<file path="config.mk">
export PLATFORM = sky130hd
export DESIGN_NAME = hazard_ctrl
export DESIGN_NICKNAME = d
export VERILOG_FILES = /design/src/rtl/hazard_ctrl_pkg.sv /design/src/rtl/hazard_ctrl_sat_counter.sv /design/src/rtl/hazard_ctrl.sv
export SDC_FILE = /design/constraint.sdc
export NUM_CORES = 1
export LEC_CHECK = 0
export CAP_MARGIN = 10
export CELL_PAD_IN_SITES_DETAIL_PLACEMENT = 0
export CELL_PAD_IN_SITES_GLOBAL_PLACEMENT = 1
export CORE_MARGIN = 3
export CORE_UTILIZATION = 37
export CTS_CLUSTER_SIZE = 24
export DETAILED_ROUTE_END_ITERATION = 7
export PLACE_DENSITY_LB_ADDON = 0.1
export SLEW_MARGIN = 10
export SYNTH_ARGS = -nofsm -noshare
export SYNTH_HDL_FRONTEND = slang
export SYNTH_HIERARCHICAL = 1
export SYNTH_SLANG_ARGS = --single-unit
</file>
<file path="constraint.sdc">
create_clock -name clk_i -period 3.96 [get_ports clk_i]
set_input_delay 0.792 -clock clk_i [delete_from_list [all_inputs] [get_ports clk_i]]
set_output_delay 0.792 -clock clk_i [all_outputs]
set_load 0.005 [all_outputs]
</file>
<file path="src/rtl/hazard_ctrl_pkg.sv">
// Shared types and constants for the RV32 hazard/flow controller.
// State encodings are kept as plain one-bit constants so older netlists can match them.
package hazard_ctrl_pkg;

    localparam int RA_W_DEF    = 5;
    localparam int CNT_W_DEF   = 32;
    localparam int TIMEOUT_DEF = 1024;

    localparam logic [0:0] ST_RUN      = 1'b0;
    localparam logic [0:0] ST_MEM_WAIT = 1'b1;

    typedef struct packed {
        logic pc_write;
        logic ifid_hazard;
        logic ifid_flush;
        logic idex_bubble;
        logic pipe_freeze;
    } ctrl_t;

    localparam ctrl_t CTRL_IDLE = '0;

endpackage

</file>
<file path="src/rtl/hazard_ctrl_sat_counter.sv">
// Up-counter with enable and synchronous clear that sticks at MAX instead of wrapping.
// Used for the stall/flush performance counters and the memory-wait watchdog.
module hazard_ctrl_sat_counter #(
    parameter int           W   = 32,
    parameter logic [W-1:0] MAX = '1
) (
    input  logic         clk_i,
    input  logic         rst_i,
    input  logic         clr_i,
    input  logic         en_i,
    output logic [W-1:0] cnt_o
);

    function automatic logic [W-1:0] sat_inc(input logic [W-1:0] v);
        return (v == MAX) ? v : v + 1'b1;
    endfunction

    logic [W-1:0] cnt_q;

    always_ff @(posedge clk_i) begin
        if (rst_i || clr_i) begin
            cnt_q <= '0;
        end else if (en_i) begin
            cnt_q <= sat_inc(cnt_q);
        end
    end

    assign cnt_o = cnt_q;

endmodule

</file>
<file path="src/rtl/hazard_ctrl.sv">
// Hazard/flow controller for the 5-stage RV32 core: load-use stalls, branch flushes,
// back-end freeze during data-memory waits, plus stall/flush counters and a wait watchdog.
module hazard_ctrl
    import hazard_ctrl_pkg::*;
#(
    parameter int RA_W    = RA_W_DEF,
    parameter int CNT_W   = CNT_W_DEF,
    parameter int TIMEOUT = TIMEOUT_DEF
) (
    input  logic             clk_i,
    input  logic             rst_i,
    input  logic             start_i,
    input  logic [RA_W-1:0]  id_rs1_i,
    input  logic [RA_W-1:0]  id_rs2_i,
    input  logic             id_use_rs1_i,
    input  logic             id_use_rs2_i,
    input  logic [RA_W-1:0]  ex_rd_i,
    input  logic             ex_memread_i,
    input  logic             id_br_taken_i,
    input  logic             mem_req_i,
    input  logic             mem_ack_i,
    output logic             pc_write_o,
    output logic             ifid_hazard_o,
    output logic             ifid_flush_o,
    output logic             idex_bubble_o,
    output logic             pipe_freeze_o,
    output logic [CNT_W-1:0] stall_cnt_o,
    output logic [CNT_W-1:0] flush_cnt_o,
    output logic             mem_timeout_o
);

    localparam int                WAIT_W   = $clog2(TIMEOUT);
    localparam logic [WAIT_W-1:0] WAIT_MAX = WAIT_W'(TIMEOUT - 1);

    logic [0:0]        state_q;
    logic [0:0]        state_d;
    logic [WAIT_W-1:0] wait_cnt;
    logic              load_use;
    logic              mem_stall;
    logic              wait_clr;
    logic              wait_en;
    logic              to_hit;
    logic              timeout_q;
    ctrl_t             ctrl;

    // x0 is hardwired zero, so a load targeting it can never feed a dependent.
    always_comb begin
        load_use = ex_memread_i && (ex_rd_i != '0) &&
                   ((id_use_rs1_i && (id_rs1_i == ex_rd_i)) ||
                    (id_use_rs2_i && (id_rs2_i == ex_rd_i)));
    end

    assign mem_stall = (state_q == ST_RUN) ? (mem_req_i && !mem_ack_i) : !mem_ack_i;

    // Freeze beats load-use beats branch; a stalled branch is re-seen next cycle.
    always_comb begin
        ctrl = CTRL_IDLE;
        if (start_i) begin
            if (mem_stall) begin
                ctrl.ifid_hazard = 1'b1;
                ctrl.pipe_freeze = 1'b1;
            end else if (load_use) begin
                ctrl.ifid_hazard = 1'b1;
                ctrl.idex_bubble = 1'b1;
            end else if (id_br_taken_i) begin
                ctrl.pc_write    = 1'b1;
                ctrl.ifid_flush  = 1'b1;
            end else begin
                ctrl.pc_write    = 1'b1;
            end
        end
    end

    assign pc_write_o    = ctrl.pc_write;
    assign ifid_hazard_o = ctrl.ifid_hazard;
    assign ifid_flush_o  = ctrl.ifid_flush;
    assign idex_bubble_o = ctrl.idex_bubble;
    assign pipe_freeze_o = ctrl.pipe_freeze;

    always_comb begin
        state_d = state_q;
        if (!start_i) begin
            state_d = ST_RUN;
        end else begin
            case (state_q)
                ST_RUN:      if (mem_req_i && !mem_ack_i) state_d = ST_MEM_WAIT;
                ST_MEM_WAIT: if (mem_ack_i)               state_d = ST_RUN;
                default:                                  state_d = ST_RUN;
            endcase
        end
    end

    always_ff @(posedge clk_i) begin
        if (rst_i) begin
            state_q <= ST_RUN;
        end else begin
            state_q <= state_d;
        end
    end

    // Holding the wait counter clear throughout RUN guarantees it starts at zero on each wait.
    assign wait_clr = !start_i || (state_q == ST_RUN) || mem_ack_i;
    assign wait_en  = start_i && (state_q == ST_MEM_WAIT) && !mem_ack_i;
    assign to_hit   = start_i && (state_q == ST_MEM_WAIT) && (wait_cnt == WAIT_MAX);

    always_ff @(posedge clk_i) begin
        if (rst_i) begin
            timeout_q <= 1'b0;
        end else if (to_hit) begin
            timeout_q <= 1'b1;
        end
    end

    assign mem_timeout_o = timeout_q;

    hazard_ctrl_sat_counter #(
        .W   (WAIT_W),
        .MAX (WAIT_MAX)
    ) u_wait_cnt (
        .clk_i (clk_i),
        .rst_i (rst_i),
        .clr_i (wait_clr),
        .en_i  (wait_en),
        .cnt_o (wait_cnt)
    );

    hazard_ctrl_sat_counter #(
        .W   (CNT_W),
        .MAX ('1)
    ) u_stall_cnt (
        .clk_i (clk_i),
        .rst_i (rst_i),
        .clr_i (1'b0),
        .en_i  (start_i && !ctrl.pc_write),
        .cnt_o (stall_cnt_o)
    );

    hazard_ctrl_sat_counter #(
        .W   (CNT_W),
        .MAX ('1)
    ) u_flush_cnt (
        .clk_i (clk_i),
        .rst_i (rst_i),
        .clr_i (1'b0),
        .en_i  (ctrl.ifid_flush),
        .cnt_o (flush_cnt_o)
    );

endmodule
</file>
## After elaboration in Yosys (flattened, before gate mapping)

Index checks and enable logic that the tools add are counted.

| operators by class | value |
|---|---|
| reduce and logical (&&, ||, !) cells | 21 |
| equality and inequality tests | 5 |
| add/subtract/negate cells | 3 |
| bitwise gates (word level) | 5 |
| multiplexer cells | 13 |

Operators by type and width:

| cell | number |
|---|---|
| adder 32 x 1 -> 32 bit (second input constant) | 2 |
| == test 32 bit (second input constant) | 2 |
| adder 10 x 1 -> 10 bit (second input constant) | 1 |
| == test 10 bit (second input constant) | 1 |
| == test 5 bit | 2 |
| 2-to-1 mux 1 bit | 10 |
| logical AND 1 bit | 9 |
| AND reduction 2 bit | 3 |
| 2-to-1 mux 5 bit | 1 |
| NOT 1 bit | 5 |
| nonzero test 5 bit | 1 |
| logical OR 1 bit | 4 |
| logical NOT 1 bit | 3 |
| 2-to-1 mux 2 bit | 1 |
| case mux 1 bit (2 select lines) | 1 |
| OR reduction 2 bit | 1 |

| storage, ports and cells | value |
|---|---|
| bits in registers | 76 |
| input bits | 24 |
| output and inout bits | 70 |
| logic and storage cells | 52 |

## Longest topological paths before layout

Gate-level depths: netlist of the first run.

| depth | value |
|---|---|
| depth after elaboration | 10 |
| mapped depth | 9 |
| gate-level depth less buffers | 8 |

## Modules after synthesis

The synthesis of the first run kept the hierarchy.

By module, submodules not included:

| module | area an instance (µm²) | sequential area each (µm²) | cells an instance | times used |
|---|---|---|---|---|
| hazard_ctrl_sat_counter at u_flush_cnt ... | 1636.6 | 640.6 | 194 | 2 |
| hazard_ctrl_sat_counter at u_wait_cnt | 531.8 | 200.2 | 61 | 1 |
| hazard_ctrl | 285.3 | 40.0 | 41 | 1 |

## Worst setup path before layout of the first run

OpenSTA, ideal clock, no wires.

| timing | value |
|---|---|
| path type | input port to flip-flop |
| start | in ex_rd_i[3] |
| end | reg u_flush_cnt.cnt_q[31] (netlist: u_flush_cnt/cnt_o[31]) |
| data required time | 3.890 ns |
| setup time | 0.070 ns |
| stages | 7 |
| slack | 0.885 ns |
| arrival time | 3.004 ns |
| buffers on the path | 0 |
| cell sequence | or4_1 o21a_1 a211oi_2 nand4_1 a2111o_1 or3_1 a21oi_1 |

| between the ends | value |
|---|---|
| longest elaborated chain between the ends | 8 |
| elaborated cells between the ends (all ways) | 12 |
| classes of those cells | eq/ne: 2; mux: 3; reduce/logical: 7 |

Ends and longest elaborated chain:

| item | RTL line | RTL |
|---|---|---|
| start: declaration | hazard_ctrl.sv:17 | `input logic [RA_W-1:0] ex_rd_i,` |
| == test 5 bit (on tied branches) | hazard_ctrl.sv:49, hazard_ctrl.sv:50 |  |
| logical AND 1 bit (on tied branches) | hazard_ctrl.sv:49, hazard_ctrl.sv:50 |  |
| logical OR 1 bit | hazard_ctrl.sv:49 | `((id_use_rs1_i && (id_rs1_i == ex_rd_i)) \|\|` |
| logical AND 1 bit * | hazard_ctrl.sv:48 | `load_use = ex_memread_i && (ex_rd_i != '0) &&` |
| 2-to-1 mux 1 bit * | hazard_ctrl.sv:62 | `end else if (load_use) begin` |
| 2-to-1 mux 2 bit * | hazard_ctrl.sv:59 | `if (mem_stall) begin` |
| 2-to-1 mux 5 bit * | hazard_ctrl.sv:58 | `if (start_i) begin` |
| via ifid_flush_o | hazard_ctrl.sv:24 | `output logic ifid_flush_o,` |
| AND reduction 2 bit (no source line) * | - |  |
| end signal: assignment | hazard_ctrl_sat_counter.sv:24 | `cnt_q <= sat_inc(cnt_q);` |
| end: declaration | hazard_ctrl_sat_counter.sv:18 | `logic [W-1:0] cnt_q;` |

The timed path passes the listed nets; every way through them passes the cells marked *.
A chain may end at the register's enable or synchronous reset.

## Worst setup path in the final report of the first run

| timing | value |
|---|---|
| start | in ex_rd_i[3] |
| end | out ifid_flush_o |

| between the ends | value |
|---|---|
| longest elaborated chain between the ends | 7 |
| elaborated cells between the ends (all ways) | 11 |
| classes of those cells | eq/ne: 2; mux: 3; reduce/logical: 6 |

Ends and longest elaborated chain:

| item | RTL line |
|---|---|
| == test 5 bit (on tied branches) | hazard_ctrl.sv:49, hazard_ctrl.sv:50 |
| logical AND 1 bit (on tied branches) | hazard_ctrl.sv:49, hazard_ctrl.sv:50 |
| logical OR 1 bit | hazard_ctrl.sv:49 |
| logical AND 1 bit * | hazard_ctrl.sv:48 |
| 2-to-1 mux 1 bit * | hazard_ctrl.sv:62 |
| 2-to-1 mux 2 bit * | hazard_ctrl.sv:59 |
| 2-to-1 mux 5 bit * | hazard_ctrl.sv:58 |
| end: declaration | hazard_ctrl.sv:24 |

Mark *: on every way between the ends. The rest lies on a longest branch, timed or not.

==> reports/qor.txt, run 1 <==
status: finished clean
most used cell, CP: clkdlybuf4s50_1
clk root buf: clkbuf_8
clock-pin slew on the worst setup and hold paths: 0.08 ns
DRC: 0
cts hold-fix bufs: 0
most common cell in the netlist: dfxtp_1
Crit Path Max Fanout: 4
initial DRC count: 245
Die X-Extent: 111.1 µm
post-DR wirelength/cell: 15.32 µm
Placer Congestion: 0.8320
switching power: 0.3436 mW
Pwr Total: 1.556 mW
max-slew violations: 0
Hold Crit Class: reg -> reg
largest net degree at the start of global routing: 33
first-pass GRT wire length: 18.93 mm
Peak VDD IR: 170.5 µV
clock share of power: 45.5%
Worst-Skew Late Latency: 0.36 ns
postcts setup bufs: 0
combinational share of power: 5.3%
WP data arrival: 2.89 ns
synthesized area per cell: 8.347 µm²
post-synth cell types: 47
CTS Buf Count: 9
Synth top cells by count: dfxtp_1 (76), a21oi_1 (57), nand2_1 (34), nor2_1 (34), or3_1 (32)
Final Hold Fails: 0
Max stage delay on crit path: 0.56 ns
CP Cell Sequence: clkdlybuf4s50_1 > or4_1 > o21a_1 > a211oi_2 > clkdlybuf4s50_1
clock sinks: 76
H-tree depth: 3
gr ovfl total: 0
cell count after synthesis: 490
antenna-violating nets left: 0
post-CTS sizing: 0
RSZ-0062 raised after global routing: false
Clock Path Buffers: 2
vias in the first global route: 3948
final period utilization: 92.95%
Worst-Margin Slew: 0.8829 ns
Yosys Warn Count: 6
Setup crit end kind: output port
Slew headroom: 41.14%
starting density of the core: 38.75%
CTS tree: done
Area Overhead vs Synth: 30.74%
final setup TNS: 0 ns
die height: 111.1 µm
pwr dens: 290.9 mW/mm²
Synth area leader: dfxtp_1
Fmax achieved: 271.7 MHz
# rows: 37
Syn Std Cell Area: 0.004090 mm²
port bufs: 93
Post-synth EDFFs: 0
synthesis-stage register bit count: 76
top post-synthesis cells by area: dfxtp_1 (37%), a21oi_1 (7.0%), or3_1 (4.9%), or4_1 (4.6%), o31ai_1 (4.4%)
Static Leak: 1.527 nW
Pint: 1.212 mW
antenna cells: 0
Vias/cell: 5.706
ys flop type: dfxtp_1
post-placement cell area: 0.005111 mm²
gr usage total: 18.20%
share of the synthesized area in the top cell type: 37.20%
Total Wirelength: 11.10 mm
startpoint types: primary input
Sw Share: 22.08%
crit path kind: in -> out
max-cap viol count: 0
Design Area, Final: 0.005348 mm²
detailed-route via count: 4131
Seq pwr share: 49.2%
fraction of registers with async set/reset: 0%
Largest delay share family, worst path: buffers and inverters
CP Buf/Inv Count: 2
clock period minus worst slack: 3.681 ns
layout cell share with drive strength beyond 1: 6.973%
required time worst endpoint: 3.17 ns
worst clock skew: 0.008951 ns
Worst path slowest cell: clkdlybuf4s50_1
core area: 0.01056 mm²
register area share after synthesis: 37.20%
Nets: 610
initial antenna violation count: 0
dpl hpwl: 7.881 mm
IO Count: 94
die area: 0.01235 mm²
DR pass1 iterations: 5
endpoints failing setup: 0
[registers in the layout (all words and copies together), names as in the netlist]
register and flops:
u_flush_cnt/cnt_o 32, u_wait_cnt/cnt_o 10, mem_timeout_o 1, u_stall_cnt/cnt_o 32, state_q 1
[tightest hold or removal path: stages, from the launching register on]
cell and delay (ns):
dfxtp_1 0.33, nor2_1 0.05, nor2_1 0.07
[per-layer routing]
layer | GRT usage [%] | vias up | share of wire, %
met4 | 7.137 | 0 | 1.6
met5 | 0 | - | 0
met3 | 3.712 | 13 | 4.6
met2 | 29.94 | 100 | 48
li1 | - | 2064 | -
met1 | 23.41 | 1954 | 45
[through the flow]
step / setup slack, ns / hold WS, ns / utilization (%) / cells
after floorplan: 0.8854 / 0.4572 / - / 493
after global placement: 0.2902 / 0.4539 / 48.42 / 708
after detailed placement: 0.2706 / 0.4663 / 48.42 / 708
after CTS: 0.2654 / 0.4858 / 50.66 / 724
after global routing: 0.1952 / 0.5175 / 50.66 / 724
final: 0.2791 / 0.4785 / 50.66 / 724
[final timing paths]
kind	startpoint	end	slack (ns)	depth (start not counted)
worst max-delay path	ex_rd_i[3]	ifid_flush_o	0.28	5
worst min-delay path	mem_timeout_o$_SDFFE_PP0P_	mem_timeout_o$_SDFFE_PP0P_	0.48	2
worst max register to register	u_stall_cnt/cnt_o[0]$_SDFFE_PP0P_	u_stall_cnt/cnt_o[1]$_SDFFE_PP0P_	1.45	6
worst min register to register	mem_timeout_o$_SDFFE_PP0P_	mem_timeout_o$_SDFFE_PP0P_	0.48	2
[power by group through the flow]
stage | Combinational [mW] | Clock [mW] | Sequential, mW
global placement | 0.0814 | 0 | 0.784
floorplan | 0.0455 | 0 | 0.784
detailed placement | 0.0821 | 0 | 0.784
CTS | 0.0824 | 0.730 | 0.766
finish | 0.0818 | 0.708 | 0.766
global route | 0.0899 | 0.763 | 0.766
[kinds of logic after synthesis]
logic type | Yosys count | synth area share, %
compound gates | 131 | 20.50
xor+xnor | 20 | 4.283
fa+ha+maj | 3 | 0.9178
buf+inv | 29 | 3.977
flops | 76 | 37.20
mux | 4 | 0.9789
other cells | 1 | 0.09168
simple gates | 226 | 32.06
[cell usage in the layout (no fill, tap or decap), drive strengths merged, types with 3 or more instances in the layout]
cell	Yosys	routed
or3	33	33
or2	5	5
buf	7	4
nor4	4	4
mux2i	4	4
ha	3	3
nand4	31	31
conb	1	4
nand3	25	25
and4	11	11
nor3	8	8
or4	27	27
nor2	34	34
o21ai	33	33
and3	7	7
xnor2	12	12
o31ai	28	28
nand2	34	34
inv	11	11
a21oi	57	57
clkdlybuf4s50	0	93
nand2b	3	3
dfxtp	76	76
xor2	8	8
clkbuf	11	13
[area by class of cell]
cell class / count / area [µm²]
Clock buffer: 13 / 168.9
Clock inverter: 3 / 67.56
Timing Repair Buffer: 97 / 960.9
Multi-Input combinational cell: 388 / 2417
Tap cell: 136 / 170.2
Sequential cell: 76 / 1521
Inverter: 11 / 41.29
Fill cell: 1059 / 5207
Power figures use the tool's default switching activity.
==> run 2, diff against run 1 <==
- CTS_BUF_LIST: default -> sky130_fd_sc_hd__clkbuf_4 sky130_fd_sc_hd__clkbuf_8 sky130_fd_sc_hd__clkbuf_16
- SYNTH_HIERARCHICAL: 1 -> default
==> reports/qor.txt, run 2 <==
Synth top cells by count: dfxtp_1 (76), a21oi_1 (52), nand2_1 (38)
most common cell in the netlist: dfxtp_1
postcts setup bufs: 0 (unchanged)
antenna-violating nets left: 0 (unchanged)
top post-synthesis cells by area: dfxtp_1 (38%), a21oi_1 (6.5%), or4_1 (4.9%), o31ai_1 (4.5%), xnor2_1 (4.1%)
Synth area leader: dfxtp_1
Design Area, Final: 0.005311 mm² (-0.68%)
die height: 110.1 µm (-0.92%)
worst clock skew: 0.007785 ns (-0.001166 ns)
post-DR wirelength/cell: 15.62 µm (+1.9%)
DR pass1 iterations: 4 (-1)
clk root buf: clkbuf_8
first-pass GRT wire length: 18.67 mm (-1.3%)
Fmax achieved: 272.0 MHz (+0.10%)
IO Count: 94 (unchanged)
Hold Crit Class: reg -> reg
die area: 0.01213 mm² (-1.8%)
Peak VDD IR: 167.4 µV (-1.8%)
RSZ-0062 raised after global routing: false
clock period minus worst slack: 3.677 ns (-0.003852 ns)
Final Instance Count excl. Fillers: 719 (-0.69%)
Nets: 606 (-0.66%)
Clock Path Buffers: 2 (unchanged)
status: finished clean
CTS tree: done
Static Leak: 1.639 nW (+7.3%)
Setup crit end kind: output port
crit path kind: in -> out
DRC: 0 (unchanged)
gr ovfl total: 0 (unchanged)
# rows: 37 (unchanged)
max-cap viol count: 0 (unchanged)
post-CTS sizing: 0 (unchanged)
starting density of the core: 38.51% (-0.24 points)
pwr dens: 301.9 mW/mm² (+3.8%)
CTS Buf Count: 9 (unchanged)
dpl hpwl: 7.995 mm (+1.5%)
core area: 0.01042 mm² (-1.3%)
cts hold-fix bufs: 0 (unchanged)
Worst-Skew Late Latency: 0.36 ns (about the same)
port bufs: 93 (unchanged)
dpl cells: 704 (-0.56%)
synthesis-stage register bit count: 76 (unchanged)
Worst-Margin Slew: 0.9556 ns (+0.07269 ns)
max-slew violations: 0 (unchanged)
Filler cells: 1036 (-2.2%)
clock-pin slew on the worst setup and hold paths: 0.08 ns (about the same)
final period utilization: 92.85% (-0.097 points)
register area share after synthesis: 37.93% (+0.73 points)
Final Hold Fails: 0 (unchanged)
antenna cells: 0 (unchanged)
Vias/cell: 5.643 (-1.1%)
Die X-Extent: 110.1 µm (-0.92%)
Util after Layout: 50.99% (+0.33 points)
synthesized area per cell: 8.254 µm² (-1.1%)
fraction of registers with async set/reset: 0% (unchanged)
vias in the first global route: 3753 (-4.9%)
clock sinks: 76 (unchanged)
Crit Path Max Fanout: 4 (unchanged)
ys flop type: dfxtp_1
gr usage total: 19.44% (+1.2 points)
startpoint types: primary input
required time worst endpoint: 3.17 ns (about the same)
Yosys Warn Count: 0 (-6)
post-placement cell area: 0.005069 mm² (-0.83%)
initial antenna violation count: 0 (unchanged)
H-tree depth: 3 (unchanged)
commonest cells after routing, fill and taps aside: clkdlybuf4s50_1 (92), dfxtp_1 (76), a21oi_1 (52)
Synthesized Nets: 513
WP data arrival: 2.89 ns (about the same)
initial DRC count: 213 (-13%)
Area Overhead vs Synth: 32.41%
largest net degree at the start of global routing: 49 (+48%)
Total Wirelength: 11.23 mm (+1.2%)
endpoints failing setup: 0 (unchanged)
detailed-route via count: 4057 (-1.8%)
post-synth cell types: 55 (+17%)
Syn Std Cell Area: 0.004011 mm² (-1.9%)
share of the synthesized area in the top cell type: 37.93% (+0.73 points)
final setup TNS: 0 ns (unchanged)
layout cell share with drive strength beyond 1: 7.547% (+0.57 points)
Slew headroom: 36.29% (-4.8 points)
Post-synth EDFFs: 0 (unchanged)
most common cell after layout, fill and taps aside: clkdlybuf4s50_1
Placer Congestion: 0.8576 (+3.1%)
cell count after synthesis: 486 (-0.82%)
==> run 2: changes by cell type in the layout (fill, tap and decap cells not counted), sizes merged, moves of 4 or more <==
cell / change
o31ai: -4
nand2: +4
and4: -5
or3: -8
o21ai: -5
nor2b: +7
conb: -4
buf: +5
xnor2: +7
mux2: +7
a21oi: -5
nand4: -5
==> run 2: metrics by stage <==
step,hold WS [ns],power [mW],setup WS (ns)
final,0.4884,1.604,0.2830
after global routing,0.5163,1.668,0.2032
after CTS,0.4951,1.638,0.2968
after floorplan,0.4537,0.8353,1.105
after global placement,0.4662,0.8865,0.3186
after detailed placement,0.4839,0.8876,0.3007
==> run 2: logic make-up (layout without fill, tap and decap cells) <==
group                    Yosys count  count (layout)  share of synthesized area (%)
flip-flops                        76              76                          37.93
buffers and inverters             32             129                          3.681
multiplexers                       9               9                          2.464
adder cells (fa/ha/maj)            3               3                         0.9358
XOR/XNOR                          25              25                          5.459
AND/OR/NAND/NOR                  217             217                          30.57
AO/OA/AOI/OAI                    124             124                          18.96
==> run 2: layer usage <==
metal	GRT usage (%)	wire length, µm	part of all wire (%)
met2	30.63	5241	47
met5	0	0	0
met3	5.300	712	6.3
met4	7.564	89	0.79
met1	25.29	5189	46
==> run 2: worst paths after layout <==
kind / from / end / slack, ns / cells past startpoint
min: u_wait_cnt.cnt_o[9]$_SDFFE_PP0P_ / u_wait_cnt.cnt_o[9]$_SDFFE_PP0P_ / 0.49 / 2
min reg2reg: u_wait_cnt.cnt_o[9]$_SDFFE_PP0P_ / u_wait_cnt.cnt_o[9]$_SDFFE_PP0P_ / 0.49 / 2
max reg2reg: u_stall_cnt.cnt_o[0]$_SDFFE_PP0P_ / u_stall_cnt.cnt_o[31]$_SDFFE_PP0P_ / 1.34 / 8
max: ex_rd_i[0] / ifid_hazard_o / 0.28 / 7
==> run 2: critical path: stages <==
cell and delay (ns):
clkdlybuf4s50_1 0.53, xnor2_1 0.29, nand4_1 0.18, o221ai_1 0.33
nand2_1 0.18, inv_1 0.08, clkdlybuf4s50_1 0.49
==> run 2: layout make-up <==
class,count,area (µm²),area share (%)
well taps,136,170.2,3.204
inverters,13,48.80,0.9187
multi-input cells,378,2342,44.10
flip-flops and latches,76,1521,28.65
clock inverters,4,97.59,1.837
clock buffers,11,145.1,2.733
repair buffers,101,985.9,18.56
==> run 2: where the power goes <==
| group | internal [mW] | switching [mW] | leakage [nW] |
|---|---|---|---|
| combinational | 0.0456 | 0.0555 | 0.908 |
| sequential | 0.765 | 0.00266 | 0.612 |
| clock | 0.440 | 0.295 | 0.119 |
| total | 1.25 | 0.353 | 1.64 |
==> run 3, diff against run 2 <==
- CORE_UTILIZATION: 37 -> 33
- SYNTH_HIERARCHICAL: default -> 1
- clock period: 3.96 -> 3.1 ns (I/O delays scaled with it)
==> reports/qor.txt, run 3 (synthesis gave the netlist of run 1 again) <==
IO Count: 94 (unchanged)
Max stage delay on crit path: 0.50 ns (-0.03 ns)
sequential standard cell area: 0.001521 mm² (unchanged)
Setup crit end kind: flop
Hold Crit Class: reg -> reg
vias in the first global route: 3949 (+5.2%)
max-slew violations: 0 (unchanged)
H-tree depth: 3 (unchanged)
pwr dens: 364.1 mW/mm² (+21%)
Final Hold Fails: 0 (unchanged)
initial antenna violation count: 0 (unchanged)
R2R depth: 7 (-1)
clock period minus worst slack: 2.994 ns
Static Leak: 1.710 nW (+4.3%)
Worst-Skew Late Latency: 0.33 ns (-0.03 ns)
cts hold-fix bufs: 0 (unchanged)
dpl hpwl: 8.405 mm (+5.1%)
initial DRC count: 283 (+33%)
Hold WS: 0.4740 ns (-0.01433 ns)
commonest cells after routing, fill and taps aside: clkdlybuf4s50_1 (88), dfxtp_1 (76), a21oi_1 (56)
clock sinks: 76 (unchanged)
Placer Congestion: 0.7996 (-6.8%)
Worst path slowest cell: or4_4
antenna cells: 0 (unchanged)
Peak VDD IR: 172.5 µV (+3.1%)
Clock Path Buffers: 2 (unchanged)
Crit Path Max Fanout: 12 (+8)
layout cell share with drive strength beyond 1: 11.89% (+4.3 points)
worst clock skew: 0.004903 ns (-0.002882 ns)
CTS tree: done
CP Cell Sequence: clkdlybuf4s50_1 > or4_4 > o21a_4 > a211oi_2 > buf_4 > buf_4 > buf_4 > o31ai_4 > buf_4 > or4_1 > a21oi_1
Hold Crit Depth: 2 (unchanged)
Util after Layout: 46.93% (-4.1 points)
Worst-Margin Slew: 0.7118 ns (-0.2439 ns)
die height: 117.3 µm (+6.5%)
WP data arrival: 3.26 ns (+0.37 ns)
post-DR wirelength/cell: 14.86 µm (-4.8%)
Die X-Extent: 117.3 µm (+6.5%)
Fmax achieved: 334.0 MHz
Vias/cell: 5.368 (-4.9%)
Pwr Total: 2.061 mW (+29%)
Total Wirelength: 11.62 mm (+3.5%)
Filler cells: 1207 (+17%)
gr ovfl total: 0 (unchanged)
DR pass1 iterations: 5 (+1)
# rows: 40 (+8.1%)
DRC: 0 (unchanged)
first-pass GRT wire length: 19.37 mm (+3.7%)
gr usage total: 16.71% (-2.7 points)
endpoints failing setup: 0 (unchanged)
Multi-input gate area: 0.002445 mm² (+4.4%)
crit path kind: in -> reg
CTS Buf Count: 9 (unchanged)
port bufs: 93 (unchanged)
largest net degree at the start of global routing: 26 (-47%)
clk root buf: clkbuf_16
Nets: 638 (+5.3%)
most used cell, CP: buf_4
RSZ-0062 raised after global routing: false
die area: 0.01377 mm² (+14%)
max-cap viol count: 0 (unchanged)
starting density of the core: 33.91% (-4.6 points)
antenna-violating nets left: 0 (unchanged)
clock-pin slew on the worst setup and hold paths: 0.06 ns (-0.02 ns)
core area: 0.01206 mm² (+16%)
final period utilization: 96.59%
Slew headroom: 52.55% (+16 points)
startpoint types: primary input
required time worst endpoint: 3.36 ns (+0.19 ns)
status: finished clean
detailed-route via count: 4198 (+3.5%)
Area Overhead vs Synth: 38.39%
most common cell after layout, fill and taps aside: clkdlybuf4s50_1
[run 3: cell types whose count changed in the layout (fill, tap and decap cells not counted), sizes merged, moves of 5 or more]
cell,before,now
xnor2,19,12
mux2,7,0
nor2b,8,1
a21oi,52,57
o21ai,28,33
buf,9,32
nand4,26,31
and4,6,11
or3,25,33
[run 3: metrics by stage]
step,std cells,setup WS [ns],TNS [ns],instance area (µm²)
4_1_cts,779,0.03511,0,5608
2_1_floorplan,493,0.1974,0,4101
3_5_place_dp,764,-0.2148,-6.363,5344
6_report,782,0.1057,0,5660
5_1_grt,782,0.0009288,0,5660
3_3_place_gp,764,-0.1875,-3.059,5344
[run 3: routing by layer]
layer / track usage, % / routed length, µm / vias to the layer above
met2: 27.75 / 5576 / 73
li1: - / - / 2122
met3: 3.809 / 507 / 15
met5: 0 / 0 / -
met4: 6.672 / 212 / 0
met1: 21.04 / 5329 / 1988
[run 3: what timing repair did]
action                                 CTS  global route
setup endpoints to repair                4            25
resized for setup                        4             7
setup buffers                            1             3
endpoints found under the hold margin    0             0
pin swaps                                1             4
[run 3: report_power, final]
| group | switching (mW) | internal [mW] |
|---|---|---|
| Sequential | 0.00207 | 0.978 |
| Clock | 0.393 | 0.559 |
| Combinational | 0.0595 | 0.0690 |
[run 3: final cells by class]
cell class,instances,share of cell area (%)
Tap cell,168,3.714
Clock inverter,3,0.2653
Timing Repair Buffer,125,20.87
Sequential cell,76,26.88
Multi-Input combinational cell,388,43.19
Clock buffer,11,4.355
Inverter,11,0.7294
[run 3: path summary, 6_finish.rpt]
path,slack (ns),to,from
setup / recovery,0.11,u_flush_cnt/cnt_o[12]$_SDFFE_PP0P_,ex_rd_i[0]
hold / removal,0.47,mem_timeout_o$_SDFFE_PP0P_,mem_timeout_o$_SDFFE_PP0P_
setup reg to reg,0.59,u_stall_cnt/cnt_o[1]$_SDFFE_PP0P_,u_stall_cnt/cnt_o[0]$_SDFFE_PP0P_
hold reg to reg,0.47,mem_timeout_o$_SDFFE_PP0P_,mem_timeout_o$_SDFFE_PP0P_
[run 3: worst max-delay path, delay by kind of cell]
family          cells  cell delay [ns]
simple gates        2             0.90
compound gates      4             0.70
buf+inv             5             1.04
